`src/rtl/addsub_pkg.sv`:
```
// Shared definitions for the add/subtract accumulator.
// Opcode encoding, default width, output state and saturation limits.
package addsub_pkg;

    localparam int W_DEF = 4;

    localparam logic [1:0] OP_LOAD = 2'b00;
    localparam logic [1:0] OP_ADD  = 2'b01;
    localparam logic [1:0] OP_SUB  = 2'b10;
    localparam logic [1:0] OP_CLR  = 2'b11;

    typedef enum logic {
        EMPTY = 1'b0,
        FULL  = 1'b1
    } state_t;

    // Clamp value for an overflowing op; a_msb gives the signed direction.
    function automatic logic [W_DEF-1:0] sat_limit(
        input logic sub,
        input logic u,
        input logic a_msb
    );
        logic [W_DEF-1:0] lim;
        if (u) begin
            lim = sub ? {W_DEF{1'b0}} : {W_DEF{1'b1}};
        end else begin
            lim = a_msb ? {1'b1, {(W_DEF-1){1'b0}}}
                        : {1'b0, {(W_DEF-1){1'b1}}};
        end
        return lim;
    endfunction

endpackage

```
`src/rtl/addsub_if.sv`:
```
// Operation/result handshake bundle of the accumulator.
// master = operand source and result consumer, slave = accumulator.
interface addsub_if #(
    parameter int W     = 4,
    parameter int CNT_W = 8
);
    logic             in_valid;
    logic             in_ready;
    logic [1:0]       op;
    logic [W-1:0]     operand;
    logic             u;
    logic             out_valid;
    logic             out_ready;
    logic [W-1:0]     res;
    logic             v;
    logic             v_sticky;
    logic [CNT_W-1:0] op_cnt;

    modport master (
        output in_valid, op, operand, u, out_ready,
        input  in_ready, out_valid, res, v, v_sticky, op_cnt
    );

    modport slave (
        input  in_valid, op, operand, u, out_ready,
        output in_ready, out_valid, res, v, v_sticky, op_cnt
    );
endinterface

```
`src/rtl/adder_subtractor.sv`:
```
// 4-bit combinational adder/subtractor with mode-dependent overflow.
// Unsigned: carry (add) or borrow (sub); signed: two's-complement overflow.
module adder_subtractor (
    input  logic [3:0] a,
    input  logic [3:0] b,
    input  logic       sub,
    input  logic       u,
    output logic [3:0] s,
    output logic       v
);
    logic [3:0] bx;
    logic [4:0] sum;
    logic       s_ov;

    assign bx   = b ^ {4{sub}};
    assign sum  = {1'b0, a} + {1'b0, bx} + {4'b0000, sub};
    assign s    = sum[3:0];
    assign s_ov = (a[3] == bx[3]) & (sum[3] != a[3]);
    assign v    = u ? (sum[4] ^ sub) : s_ov;
endmodule

```
`src/rtl/addsub_accumulator.sv`:
```
// Accumulator front end: one op per valid/ready beat, result one cycle later.
// Tracks sticky overflow and a saturating count of ADD/SUB ops.
module addsub_accumulator
    import addsub_pkg::*;
#(
    parameter int W      = W_DEF,
    parameter int CNT_W  = 8,
    parameter bit SAT_EN = 1'b0
) (
    input  logic   clk,
    input  logic   rst_n,
    addsub_if.slave bus
);
    if (W != 4) begin : g_bad_w
        $error("addsub_accumulator: W must be 4");
    end

    state_t           state;
    logic [W-1:0]     acc;
    logic             v_q;
    logic             sticky_q;
    logic [CNT_W-1:0] cnt_q;
    logic             accept;
    logic             sub;
    logic [3:0]       alu_s;
    logic             alu_v;
    logic [W-1:0]     arith;

    assign sub = (bus.op == OP_SUB);

    adder_subtractor u_alu (
        .a   (acc),
        .b   (bus.operand),
        .sub (sub),
        .u   (bus.u),
        .s   (alu_s),
        .v   (alu_v)
    );

    assign arith = (SAT_EN && alu_v) ? sat_limit(sub, bus.u, acc[W-1])
                                     : alu_s;

    assign bus.in_ready  = (state == EMPTY) | bus.out_ready;
    assign accept        = bus.in_valid & bus.in_ready;
    assign bus.out_valid = (state == FULL);
    assign bus.res       = acc;
    assign bus.v         = v_q;
    assign bus.v_sticky  = sticky_q;
    assign bus.op_cnt    = cnt_q;

    // Output register, flags, counter and EMPTY/FULL state.
    always_ff @(posedge clk or negedge rst_n) begin
        if (!rst_n) begin
            state    <= EMPTY;
            acc      <= '0;
            v_q      <= 1'b0;
            sticky_q <= 1'b0;
            cnt_q    <= '0;
        end else if (accept) begin
            state <= FULL;
            unique case (bus.op)
                OP_LOAD: begin
                    acc <= bus.operand;
                    v_q <= 1'b0;
                end
                OP_CLR: begin
                    acc      <= '0;
                    v_q      <= 1'b0;
                    sticky_q <= 1'b0;
                    cnt_q    <= '0;
                end
                default: begin
                    acc      <= arith;
                    v_q      <= alu_v;
                    sticky_q <= sticky_q | alu_v;
                    if (cnt_q != {CNT_W{1'b1}}) begin
                        cnt_q <= cnt_q + 1'b1;
                    end
                end
            endcase
        end else if (bus.out_ready) begin
            state <= EMPTY;
        end
    end
endmodule

```
`src/flat_wrapper.sv`:
```
// flat-port wrapper written by rule: the top's interface ports become plain ports
module addsub_accumulator_flat import addsub_pkg::*;
#(
    parameter int W      = W_DEF,
    parameter int CNT_W  = 8,
    parameter bit SAT_EN = 1'b0
)
  (clk, rst_n, bus_in_valid, bus_op, bus_operand, bus_u, bus_out_ready, bus_in_ready, bus_out_valid, bus_res, bus_v, bus_v_sticky, bus_op_cnt);
  addsub_if #(.W(W), .CNT_W(CNT_W)) bus_i ();
  input  logic clk;
  input  logic rst_n;
  input wire logic [$bits(bus_i.in_valid)-1:0] bus_in_valid;
  input wire logic [$bits(bus_i.op)-1:0] bus_op;
  input wire logic [$bits(bus_i.operand)-1:0] bus_operand;
  input wire logic [$bits(bus_i.u)-1:0] bus_u;
  input wire logic [$bits(bus_i.out_ready)-1:0] bus_out_ready;
  output wire logic [$bits(bus_i.in_ready)-1:0] bus_in_ready;
  output wire logic [$bits(bus_i.out_valid)-1:0] bus_out_valid;
  output wire logic [$bits(bus_i.res)-1:0] bus_res;
  output wire logic [$bits(bus_i.v)-1:0] bus_v;
  output wire logic [$bits(bus_i.v_sticky)-1:0] bus_v_sticky;
  output wire logic [$bits(bus_i.op_cnt)-1:0] bus_op_cnt;
  assign bus_i.in_valid = bus_in_valid;
  assign bus_i.op = bus_op;
  assign bus_i.operand = bus_operand;
  assign bus_i.u = bus_u;
  assign bus_i.out_ready = bus_out_ready;
  assign bus_in_ready = bus_i.in_ready;
  assign bus_out_valid = bus_i.out_valid;
  assign bus_res = bus_i.res;
  assign bus_v = bus_i.v;
  assign bus_v_sticky = bus_i.v_sticky;
  assign bus_op_cnt = bus_i.op_cnt;
  addsub_accumulator #(.W(W), .CNT_W(CNT_W), .SAT_EN(SAT_EN)) u_core (.clk(clk), .rst_n(rst_n), .bus(bus_i));
endmodule
```
`config.mk`:
```
export PLATFORM = sky130hd
export DESIGN_NAME = addsub_accumulator_flat
export DESIGN_NICKNAME = d
export VERILOG_FILES = /design/src/rtl/addsub_pkg.sv /design/src/rtl/addsub_if.sv /design/src/rtl/adder_subtractor.sv /design/src/rtl/addsub_accumulator.sv /design/src/flat_wrapper.sv
export SDC_FILE = /design/constraint.sdc
export NUM_CORES = 1
export LEC_CHECK = 0
export CAP_MARGIN = 0
export CORE_MARGIN = 2
export CORE_UTILIZATION = 48
export CTS_BUF_LIST = sky130_fd_sc_hd__clkbuf_4 sky130_fd_sc_hd__clkbuf_8 sky130_fd_sc_hd__clkbuf_16
export DETAILED_ROUTE_END_ITERATION = 6
export PLACE_DENSITY = 0.81
export SLEW_MARGIN = 25
export SYNTH_ARGS = -nofsm -noshare
export SYNTH_HDL_FRONTEND = slang
export SYNTH_SLANG_ARGS = --single-unit
```
`constraint.sdc`:
```
create_clock -name clk -period 2.6 [get_ports clk]
set_input_delay 0.26 -clock clk [delete_from_list [all_inputs] [get_ports clk]]
set_output_delay 0.26 -clock clk [all_outputs]
set_load 0.1 [all_outputs]
```
Yosys cells after proc, flatten, opt, wreduce, memory -nomap -nowiden
Cells that the tools add are included.
{"block": "word_totals", "register_bits": 15, "in_bits": 11, "output_inout_bits": 16, "elab_cells": 35}
{"block": "classes", "addsub": 3, "eq_ne": 5, "mux": 8, "n_bitwise": 8, "reduce_logical": 6}
{"op": "one-hot mux 8 bit (2 select lines)", "n": 1}
{"op": "adder 8 x 1 -> 8 bit (second input constant)", "n": 1}
{"op": "two-way mux 8 bit", "n": 1}
{"op": "inequality test 8 bit (second input constant)", "n": 1}
{"op": "one-hot mux 4 bit (2 select lines)", "n": 1}
{"op": "adder 4 x 4 -> 5 bit", "n": 1}
{"op": "adder 5 x 1 -> 5 bit", "n": 1}
{"op": "== test 2 bit (second input constant)", "n": 2}
{"op": "two-way mux 1 bit", "n": 4}
{"op": "nonzero test 2 bit", "n": 2}
{"op": "XOR 4 bit", "n": 1}
{"op": "AND reduction 3 bit", "n": 1}
{"op": "AND 1 bit", "n": 2}
{"op": "logical NOT 2 bit", "n": 1}
{"op": "inverter 1 bit", "n": 2}
{"op": "OR 1 bit", "n": 2}
{"op": "one-hot mux 1 bit (2 select lines)", "n": 1}
{"op": "AND reduction 2 bit", "n": 1}
{"op": "OR reduction 2 bit", "n": 1}
{"op": "== test 1 bit", "n": 1}
{"op": "inequality test 1 bit", "n": 1}
{"op": "XOR 1 bit", "n": 1}

Longest topological paths before layout
{"block": "logic_depth", "word_depth": 9, "depth_mapped": 9, "mapped_depth_nobuf": 8}

Modules after synthesis
Synthesis repeated with hierarchy kept, for this count alone.
{"block": "unflattened", "cells_unflattened": 112, "hier_area_um2": 1056.0}
{"mod": "addsub_accumulator", "n_inst": 1, "cells_per_inst": 92, "area_per_inst_um2": 860.8, "seq_area_each_um2": 375.4}
{"mod": "adder_subtractor", "n_inst": 1, "cells_per_inst": 20, "area_per_inst_um2": 195.2, "seq_area_each_um2": 0.0}

Worst setup path before layout
Ideal clock, no wire load.
{"block": "synth_path", "kind": "flip-flop to flip-flop", "start": "register u_core.acc[0], in the netlist u_core.bus.res[0]", "end": "register u_core.sticky_q, in the netlist u_core.bus.v_sticky", "setup_time_ps": 82, "arrival_ps": 2399, "required_ps": 2518, "slack_ps": 119, "path_stages_with_launch": 7, "n_path_buf": 0, "period_less_slack_ps": 2481, "cell_sequence": "dfrtp_1 mux2_2 fa_1 a21o_1 a21oi_1 mux2_2 a31oi_1"}
{"block": "synth_between", "elab_chain_len": 7, "word_cells_on_any_way": 8, "classes_between": "add/sub: 2; eq/ne: 1; mux: 2; bitwise: 3"}
{"element": "start: declaration", "line_no": "addsub_accumulator.sv:19", "rtl": "logic [W-1:0] acc;"}
{"element": "start signal: assignment", "line_no": "addsub_accumulator.sv:63", "rtl": "acc <= bus.operand;"}
{"element": "start signal: assignment", "line_no": "addsub_accumulator.sv:73", "rtl": "acc <= arith;"}
{"element": "adder 4 x 4 -> 5 bit *", "line_no": "adder_subtractor.sv:16", "rtl": "assign sum = {1'b0, a} + {1'b0, bx} + {4'b0000, sub};"}
{"element": "adder 5 x 1 -> 5 bit *", "line_no": "adder_subtractor.sv:16"}
{"element": "inequality test 1 bit", "line_no": "adder_subtractor.sv:18", "rtl": "assign s_ov = (a[3] == bx[3]) & (sum[3] != a[3]);"}
{"element": "AND 1 bit", "line_no": "adder_subtractor.sv:18"}
{"element": "two-way mux 1 bit *", "line_no": "adder_subtractor.sv:19", "rtl": "assign v = u ? (sum[4] ^ sub) : s_ov;"}
{"element": "OR 1 bit *", "line_no": "addsub_accumulator.sv:75", "rtl": "sticky_q <= sticky_q | alu_v;"}
{"element": "one-hot mux 1 bit (2 select lines) *", "line_no": "addsub_accumulator.sv:61", "rtl": "unique case (bus.op)"}
{"element": "end signal: assignment", "line_no": "addsub_accumulator.sv:75"}
{"element": "end: declaration", "line_no": "addsub_accumulator.sv:21", "rtl": "logic sticky_q;"}
Mark *: on every way between the ends. The rest lies on a longest branch, timed or not.
A chain may end at the register's enable or synchronous reset.

Final worst setup path
{"block": "layout_path", "start": "input port bus_op[0]", "end": "register u_core.sticky_q, in the netlist u_core.bus.v_sticky"}
{"block": "layout_between", "elab_chain_len": 9, "word_cells_on_any_way": 15, "classes_between": "add/sub: 2; eq/ne: 4; mux: 2; bitwise: 5; reduce/logical: 2"}
{"element": "start: declaration", "line_no": "flat_wrapper.sv:13", "rtl": "input wire logic [$bits(bus_i.op)-1:0] bus_op;"}
{"element": "== test 2 bit", "line_no": "addsub_accumulator.sv:29", "rtl": "assign sub = (bus.op == OP_SUB);"}
{"element": "XOR 4 bit", "line_no": "adder_subtractor.sv:15", "rtl": "assign bx = b ^ {4{sub}};"}
{"element": "adder 4 x 4 -> 5 bit", "line_no": "adder_subtractor.sv:16"}
{"element": "adder 5 x 1 -> 5 bit", "line_no": "adder_subtractor.sv:16"}
{"element": "inequality test 1 bit", "line_no": "adder_subtractor.sv:18"}
{"element": "AND 1 bit", "line_no": "adder_subtractor.sv:18"}
{"element": "two-way mux 1 bit", "line_no": "adder_subtractor.sv:19"}
{"element": "OR 1 bit", "line_no": "addsub_accumulator.sv:75"}
{"element": "one-hot mux 1 bit (2 select lines)", "line_no": "addsub_accumulator.sv:61"}
Parallel ways exist; a longest one is shown, timed or not.

==> qor.txt <==
FILL cells -> 157
Final Instance Area -> 0.00136 mm²
critical path arrival -> 2.61 ns
# IOs -> 27
die width -> 50.7 µm
sequential cell area -> 375 µm²
Critical Path Max Stage Delay -> 0.49 ns
Final Util -> 68.1%
Post-Syn Area per Cell -> 8.93 µm²
nets -> 170
unrepaired setup endpoints after global routing -> no
most common cell after layout, fill and taps aside -> buf_4
Final Skew -> 0.00748 ns
mapped cell area -> 0.00104 mm²
Synth area leaders -> dfrtp_1 (36%), ha_1 (8.4%), nand2_1 (5.7%), xor2_1 (4.2%), a21oi_1 (3.8%)
Yosys warning total -> 0
placed wire-length estimate -> 1940 µm
crit path capture type -> flip-flop
Static Leak -> 0.000634 µW
initial antenna violation count -> 0
Crit path buffers/inverters -> 2
routed len/inst -> 14.2 µm
Largest delay share family, worst path -> multiplexers
routability cong. -> 0.756
outcome -> finished clean
Period Utilization, post-route -> 92.7%
CTS tree -> built
Setup CP Type -> in2reg
CP Depth -> 9
Post-Layout Cell Count -> 177
largest net degree at the start of global routing -> 16
Critical Path Fanout Max -> 3
Num CTS Buffers -> 3
die height -> 50.7 µm
drt pass-1 iters -> 4
multi-input logic area -> 626 µm²
Antenna Nets Post-Route -> 0
Hold Path Class -> in2async
share of cells above drive strength 1 -> 22.0%
DRT iter0 DRCs -> 26
r2r endpoint -> u_core.bus.v_sticky
DP Area -> 0.00133 mm²
Cell Pwr Density -> 986 mW/mm²
via count -> 1,028
Max VDD drop -> 0.719 mV
area share of the largest cell type after synthesis -> 35.9%
vias in the first global route -> 960
Distinct cells, synth -> 33
number of synthesized register bits -> 15
Clock Pin Slew Worst Setup and Hold Paths -> 0.10 ns
Worst Reg-to-Reg Cells -> 6
gr usage total -> 21.6%
most frequent cells in the layout -> buf_4 (23), nand2_1 (16), dfrtp_1 (15), clkdlybuf4s50_1 (10), a21oi_1 (8)
multiplexer area fraction after synthesis -> 5.99%
R2R Path Start -> u_core.bus.res[0]
Worst path slowest cell -> clkdlybuf4s50_1
clock sink count -> 15
slew margin rel. -> 53.1%
Setup TNS -> 0 ns
Clock Tree Buf Depth -> 2
CP Launch Type -> input port
simple-gate portion of the synthesized area -> 24.4%
post_cts resized -> 0
first-pass GRT wire length -> 4220 µm
Cells after Synth -> 117
largest family of logic cells by synthesized area -> simple AND/OR/NAND/NOR gates
clk root buf -> clkbuf_4
crit-path cells -> clkdlybuf4s50_1 -> inv_1 -> ha_1 -> mux2_2 -> fa_1 -> a21o_1 -> a21oi_1 -> mux2_2 -> a31oi_1
crit-path most repeated cell -> mux2_2
vias per cell -> 5.81
full die area -> 0.00257 mm²
Max Clk Rate -> 415 MHz
Slew @ Worst Pin -> 0.701 ns
Adder-Cell Fraction of Synth Area -> 10.3%
Synth Area in XOR/XNOR -> 4.19%
standard-cell rows -> 16
max-cap check violation count -> 0
area leader, netlist -> dfrtp_1
Post-CTS Setup Bufs -> 0
Worst R2R Setup Slack -> 0.51 ns
Hold Fails Final Rpt -> 0
sequential share of the synthesized area -> 35.9%
gr ovfl total -> 0
clk_lat worst skew -> 0.28 ns
worst setup path start -> bus_op[0]
Worst EP required -> 2.80 ns
Core ar. -> 0.00200 mm²
DRC -> 0
Mapped Nets -> 136
post-layout min period -> 2.41 ns
Routed WL -> 2520 µm
pins over their slew limit -> 0
H-tree levels -> 1
PortBufs -> 26
P&R area growth vs syn -> 30.5%
hold_buf cts -> 0
cell count after placement -> 173
Initial Util -> 52.2%
Tot Pwr -> 1350 µW
crit path to -> u_core.bus.v_sticky
# diodes -> 0
final setup fails -> 0
Compound-Gate Fraction of Synth Area -> 15.0%
[where the power goes]
group          internal, µW  leakage, µW  switching [µW]
clock                  69.9    0.0000184            77.0
combinational           224     0.000420             612
sequential              291     0.000195            71.4
[synthesized netlist by cell type, drive strengths merged]
| cell type | n |
|---|---|
| nor3 | 4 |
| nor3b | 1 |
| ha | 7 |
| o31ai | 3 |
| nand2b | 3 |
| clkbuf | 2 |
| fa | 1 |
| o211ai | 1 |
| nand2 | 16 |
| a21oi | 8 |
| buf | 2 |
| o21ai | 7 |
| o41ai | 1 |
| mux2i | 4 |
| dfrtp | 15 |
| nor2 | 5 |
| or3 | 1 |
| xor2 | 5 |
| inv | 7 |
| a31oi | 3 |
| nor4b | 1 |
| or4 | 4 |
| nor4 | 3 |
| and2 | 1 |
| nor2b | 2 |
| nand4 | 1 |
| nand3 | 3 |
| nand4b | 1 |
| mux2 | 2 |
| a21o | 2 |
| o22a | 1 |
[how the worst min path moves through the flow]
stage	from	end	cells past startpoint
2_1_floorplan	rst_n	u_core.bus.op_cnt[0]	0
3_3_place_gp	u_core.bus.res[2]	u_core.bus.res[2]	2
3_5_place_dp	u_core.bus.res[2]	u_core.bus.res[2]	2
4_1_cts	rst_n	u_core.bus.op_cnt[1]	1
5_1_grt	rst_n	u_core.bus.op_cnt[1]	1
6_report	rst_n	u_core.bus.op_cnt[1]	1
[cell families (layout without fill, tap and decap cells)]
logic type | Yosys count | in the layout
AO/OA/AOI/OAI | 26 | 26
XOR/XNOR | 5 | 5
adder cells (fa/ha/maj) | 8 | 8
buffers and inverters | 11 | 44
flip-flops | 15 | 15
multiplexers | 6 | 6
AND/OR/NAND/NOR | 46 | 46
[routing by layer]
metal / global-route usage, % / share of wire (%) / up-vias / routed length [µm]
li1: - / - / 489 / -
met1: 26.7 / 43 / 505 / 1080
met2: 37.3 / 50 / 30 / 1270
met3: 4.46 / 5.4 / 4 / 136
met4: 6.76 / 1.3 / 0 / 34
met5: 0 / 0 / - / 0
[worst register-to-register path, stage by stage, from the launching register on]
cell and delay, ns:
dfrtp_1 0.44, mux2_2 0.31, fa_1 0.40, a21o_1 0.19
a21oi_1 0.15, mux2_2 0.36, a31oi_1 0.17
[through the flow]
step	worst slack [ns]	hold slack, ns
finish	0.191	0.389
global route	0.113	0.459
CTS	0.180	0.416
detailed placement	-0.0951	0.510
global placement	0.0125	0.503
floorplan	0.119	-0.0356
[registers in the layout (all words and copies together), names as in the netlist]
| signal | cells |
|---|---|
| u_core.bus.op_cnt | 8 |
| u_core.bus.res | 4 |
| u_core.bus.out_valid | 1 |
| u_core.bus.v | 1 |
| u_core.bus.v_sticky | 1 |
[final cells by class]
type | instances | area share (%)
well taps | 27 | 2.48
inverters | 7 | 1.93
multi-input cells | 91 | 45.9
repair buffers | 33 | 20.0
clock buffers | 4 | 2.20
flip-flops and latches | 15 | 27.5
Note: power is estimated with default switching activity, not from simulation.
